## config.mk

```make
export PLATFORM = sky130hd
export DESIGN_NAME = pixel_packer
export DESIGN_NICKNAME = d
export VERILOG_FILES = /design/src/rtl/video_pkg.sv /design/src/rtl/axis_out_reg.sv /design/src/rtl/pixel_packer.sv
export SDC_FILE = /design/constraint.sdc
export NUM_CORES = 1
export LEC_CHECK = 0
export CAP_MARGIN = 25
export CORE_MARGIN = 2
export CORE_UTILIZATION = 50
export CTS_BUF_LIST = sky130_fd_sc_hd__clkbuf_8
export DETAILED_ROUTE_END_ITERATION = 8
export PLACE_DENSITY_LB_ADDON = 0.3
export SYNTH_ARGS = -nofsm -noshare
export SYNTH_HDL_FRONTEND = slang
export SYNTH_SLANG_ARGS = --single-unit
export TNS_END_PERCENT = 1
```

## constraint.sdc

```tcl
create_clock -name out_stream_aclk -period 5 [get_ports out_stream_aclk]
set_clock_uncertainty 0.2 [all_clocks]
set_input_delay 1.25 -clock out_stream_aclk [delete_from_list [all_inputs] [get_ports out_stream_aclk]]
set_output_delay 1.25 -clock out_stream_aclk [all_outputs]
set_load 0.01 [all_outputs]
```

## src/rtl/video_pkg.sv

```systemverilog
// Shared video types and widths for the pixel packing path.
//   phase_t : position of a pixel inside a 4-pixel / 3-word packing group
//   RGB_W   : width of one expanded RGB888 pixel
//   WORD_W  : width of one output stream word
package video_pkg;

  typedef enum logic [1:0] {
    PH0 = 2'd0,
    PH1 = 2'd1,
    PH2 = 2'd2,
    PH3 = 2'd3
  } phase_t;

  localparam int unsigned RGB_W  = 24;
  localparam int unsigned WORD_W = 32;

endpackage

```

## src/rtl/axis_out_reg.sv

```systemverilog
// Single-entry AXI4-Stream output register.
//   clk, rst_n            : clock, asynchronous active-low reset
//   load                  : capture load_data/last/user as a new valid word
//   load_data/last/user   : word presented for capture
//   tready                : downstream ready
//   tdata/tlast/tuser     : registered word (held stable while stalled)
//   tvalid                : registered word is valid
//   slot_free             : a load this cycle will not overwrite a pending word
module axis_out_reg
  import video_pkg::*;
(
  input  logic              clk,
  input  logic              rst_n,
  input  logic              load,
  input  logic [WORD_W-1:0] load_data,
  input  logic              load_last,
  input  logic              load_user,
  input  logic              tready,
  output logic [WORD_W-1:0] tdata,
  output logic              tvalid,
  output logic              tlast,
  output logic              tuser,
  output logic              slot_free
);

  assign slot_free = !tvalid || tready;

  // A load alongside an output transfer replaces the word with no bubble;
  // the caller only loads when slot_free is set.
  always_ff @(posedge clk or negedge rst_n) begin
    if (!rst_n) begin
      tdata  <= '0;
      tvalid <= 1'b0;
      tlast  <= 1'b0;
      tuser  <= 1'b0;
    end else if (load) begin
      tdata  <= load_data;
      tvalid <= 1'b1;
      tlast  <= load_last;
      tuser  <= load_user;
    end else if (tready) begin
      tvalid <= 1'b0;
    end
  end

endmodule

```

## src/rtl/pixel_packer.sv

```systemverilog
// Packs greyscale pixels, expanded to RGB888, into 32-bit AXI4-Stream words:
// every 4 input pixels (12 bytes) become 3 output words, little-endian bytes.
//   out_stream_aclk, periph_resetn : clock, asynchronous active-low reset
//   in_valid/in_ready              : upstream pixel handshake
//   in_pixel, in_first, in_lastx   : pixel, frame start, end of line
//   out_stream_*                   : AXI4-Stream master (tkeep fixed all-ones)
//   err_align                      : sticky framing error (first/lastx misplaced)
module pixel_packer
  import video_pkg::*;
#(
  parameter int unsigned PIX_BITS = 8,
  parameter int unsigned X_SIZE   = 640
) (
  input  logic                out_stream_aclk,
  input  logic                periph_resetn,
  input  logic                in_valid,
  output logic                in_ready,
  input  logic [PIX_BITS-1:0] in_pixel,
  input  logic                in_first,
  input  logic                in_lastx,
  output logic [WORD_W-1:0]   out_stream_tdata,
  output logic [3:0]          out_stream_tkeep,
  output logic                out_stream_tlast,
  output logic                out_stream_tuser,
  output logic                out_stream_tvalid,
  input  logic                out_stream_tready,
  output logic                err_align
);

  if ((X_SIZE % 4) != 0) begin : g_bad_x_size
    $error("pixel_packer: X_SIZE must be a multiple of 4");
  end

  logic [7:0] pix8;
  if (PIX_BITS >= 8) begin : g_pix_top
    assign pix8 = in_pixel[PIX_BITS-1 -: 8];
  end else begin : g_pix_pad
    assign pix8 = {in_pixel, {(8 - PIX_BITS){1'b0}}};
  end

  logic [RGB_W-1:0] rgb;
  assign rgb = {3{pix8}};

  phase_t             phase_q, phase_d, eff_phase;
  logic [RGB_W-1:0]   res_q, res_d;
  logic               first_q, first_d;
  logic               err_q, err_d;
  logic               xfer_in;
  logic               load;
  logic [WORD_W-1:0]  word;
  logic               word_last, word_user;
  logic               slot_free;

  // PH0 never produces a word, so it can accept even when the output is stalled.
  assign in_ready = (phase_q == PH0) || slot_free;
  assign xfer_in  = in_valid && in_ready;

  always_comb begin
    phase_d   = phase_q;
    res_d     = res_q;
    first_d   = first_q;
    err_d     = err_q;
    eff_phase = phase_q;
    load      = 1'b0;
    word      = '0;
    word_last = 1'b0;
    word_user = 1'b0;
    if (xfer_in) begin
      // A frame start always opens a new group, dropping any partial one.
      eff_phase = in_first ? PH0 : phase_q;
      if (in_first && (phase_q != PH0)) err_d = 1'b1;
      if (in_lastx && (eff_phase != PH3)) err_d = 1'b1;
      case (eff_phase)
        PH0: begin
          res_d   = rgb;
          first_d = in_first;
          phase_d = PH1;
        end
        PH1: begin
          load      = 1'b1;
          word      = {rgb[7:0], res_q};
          word_user = first_q;
          word_last = in_lastx;
          res_d     = {8'h00, rgb[23:8]};
          phase_d   = PH2;
        end
        PH2: begin
          load      = 1'b1;
          word      = {rgb[15:0], res_q[15:0]};
          word_last = in_lastx;
          res_d     = {16'h0000, rgb[23:16]};
          phase_d   = PH3;
        end
        PH3: begin
          load      = 1'b1;
          word      = {rgb, res_q[7:0]};
          word_last = in_lastx;
          phase_d   = PH0;
        end
        default: phase_d = PH0;
      endcase
      // End of line closes the group early.
      if (in_lastx) phase_d = PH0;
    end
  end

  always_ff @(posedge out_stream_aclk or negedge periph_resetn) begin
    if (!periph_resetn) begin
      phase_q <= PH0;
      res_q   <= '0;
      first_q <= 1'b0;
      err_q   <= 1'b0;
    end else begin
      phase_q <= phase_d;
      res_q   <= res_d;
      first_q <= first_d;
      err_q   <= err_d;
    end
  end

  axis_out_reg u_out_reg (
    .clk       (out_stream_aclk),
    .rst_n     (periph_resetn),
    .load      (load),
    .load_data (word),
    .load_last (word_last),
    .load_user (word_user),
    .tready    (out_stream_tready),
    .tdata     (out_stream_tdata),
    .tvalid    (out_stream_tvalid),
    .tlast     (out_stream_tlast),
    .tuser     (out_stream_tuser),
    .slot_free (slot_free)
  );

  assign out_stream_tkeep = '1;
  assign err_align        = err_q;

endmodule

```

==> results.tsv <==
metric	value	unit
worst r2r src	phase_q[0]	
Post-Syn Area	3050	µm²
Slew Viols, Final	0	
Worst Tran Pin Value	924	ps
WL per Instance	15.5	µm
Rows	28	
router iterations before antenna repair	4	
Mapped Cells	246	
H-tree levels	3	
min-delay src	err_align	
initial antenna violation count	0	
top cell type by total area after synthesis	dfrtp_1	
FILL cells	465	
fmax	249	MHz
syn_area_per_cell	12.4	µm²
Most used DFF post-synth	dfrtp_1	
first-pass GRT wire length	9720	µm
Final Core Density	0.627	
final non-filler cell total	377	
CP arrival	2570	ps
pre-CTS setup slack	986	ps
critical path class	in -> out	
hpwl dp	3860	µm
hold slack	277	ps
Yosys cell types	29	
RSZ-0062 raised after global routing	no	
crit end category	output pin	
IO Count	55	
GPL Wtd Cong	0.770	
Leak	1.86	nW
Ys Warns	0	
postcts setup bufs	0	
FF+latch count, synth	63	
Slew headroom	0.382	
Longest Clk Path Bufs	2	
status	finished, final reports clean	
routed wire length	5840	µm
CTS Buf Count	9	
initial drt markers	78	
VDD IR max	0.247	mV
CP Launch Point	out_stream_tready	
hold buffer count at CTS	0	
Hold Violations, Final	0	
R2R Setup Slk	2380	ps
nets	317	
hold crit path type	reg -> reg	
total core area	5920	µm²
Diodes inserted	0	
main area contributors after synthesis	dfrtp_1, mux2_2, mux2i_1	
die width	82.1	µm
most common cell after layout, fill and taps aside	dfrtp_1	
cts repair resizes	0	
die area	6730	µm²
ys async rst share	1.00	
Total GRT Usage	0.196	
Starting Density	0.515	
pin count of the biggest net entering global routing	38	
vias in the first global route	1937	
EDFF count, synth	0	
R2R depth	7	
Final ANT Viol Nets	0	
fin crit share	0.803	
DR DRC count	0	
Max Cap Violations	0	
# port buffers	50	
clock sinks	63	
layout cells sized above 1	0.195	
post-synthesis to final-layout area growth	21.9	%
capture point of the worst reg-to-reg path	res_q[11]	
Worst-path clk slew	70	ps
post-route setup TNS	0	ps
CTS tree	yes	
DP Cell Count	361	
Die Y	82.1	µm
worst setup path end	in_ready	
clock latency on the worst-skew pair	330	ps
Setup WS post-layout	984	ps
Final min period	4020	ps
P per Cell Area	431	nW/µm²
vias post-DR	1907	
final setup vio count	0	
clock root buffer	clkbuf_8	
Critical Path Start Type	input pin	
gr ovfl total	0	
worst path required time	3550	ps
sequential-to-total area share from yosys stat	0.517	
largest fanout on the critical path	2	
Yosys top cell area share	0.517	
Vias/cell	5.06	
commonest cells after routing, fill and taps aside	dfrtp_1, clkdlybuf4s50_1, inv_1	
## power breakdown
part	internal, mW	total, mW	switching, mW
Clock	0.238	0.428	0.190
Combinational	0.276	0.477	0.201
Sequential	0.631	0.696	0.0649
Total	1.14	1.60	0.456
## worst min path at each step
stage                      endpoint  cells after the start
final                     err_align                      1
after global routing      err_align                      1
after CTS                 err_align                      1
after detailed placement  err_align                      1
after global placement    err_align                      1
after floorplan             first_q                      1
## cells in the mapped netlist (2+ instances only)
cell type,instances
dfrtp_1,63
mux2_4,12
nand2b_1,4
mux2i_1,25
ha_1,6
mux2_2,24
nor2_1,2
buf_12,2
inv_1,27
a22o_1,16
clkbuf_1,2
buf_2,3
nor2b_1,11
buf_4,5
buf_6,4
nand2_1,27
## critical path, cell delays in order
cell             delay, ps
clkdlybuf4s50_1        460
and2b_2                240
nand2_1                 80
clkdlybuf4s50_1        530
## registers in the layout (all words and copies together), names as in the netlist
signal,count
phase_q,2
u_out_reg.tvalid,1
u_out_reg.tlast,1
first_q,1
u_out_reg.tdata,32
err_align,1
res_q,24
u_out_reg.tuser,1
## per-stage QoR
step | cell area (µm²) | power [mW]
5_1_grt | 3710 | 1.69
6_report | 3710 | 1.60
3_5_place_dp | 3520 | 1.19
2_1_floorplan | 3060 | 0.965
3_3_place_gp | 3520 | 1.17
4_1_cts | 3710 | 1.62
## metal layers
metal	track usage	wire length, µm	up-vias
li1	-	-	909
met1	0.280	2850	942
met2	0.292	2680	45
met3	0.0374	206	11
met4	0.0833	104	0
met5	0	0	-
## layout make-up
class | instances | area, µm² | area share
sequential | 63 | 1580 | 0.424
multi-input combinational | 143 | 1230 | 0.332
timing repair buffer | 53 | 518 | 0.139
clock buffer | 10 | 138 | 0.0370
inverter | 27 | 101 | 0.0273
tap | 75 | 93.8 | 0.0253
clock inverter | 6 | 52.6 | 0.0141
## cells by family (layout without fill, tap and decap cells)
logic type                 after synthesis  after routing  share of synthesized area
AOI/OAI and AO/OA                       22             22                     0.0649
muxes                                   61             61                      0.230
buffers and inverters                   43             96                     0.0809
and+or+nand+nor                         50             50                     0.0809
adders and majority gates                6              6                     0.0246
other                                    1              4                    0.00123
DFF                                     63             63                      0.517
No activity file was read; power rests on OpenSTA's default activity.
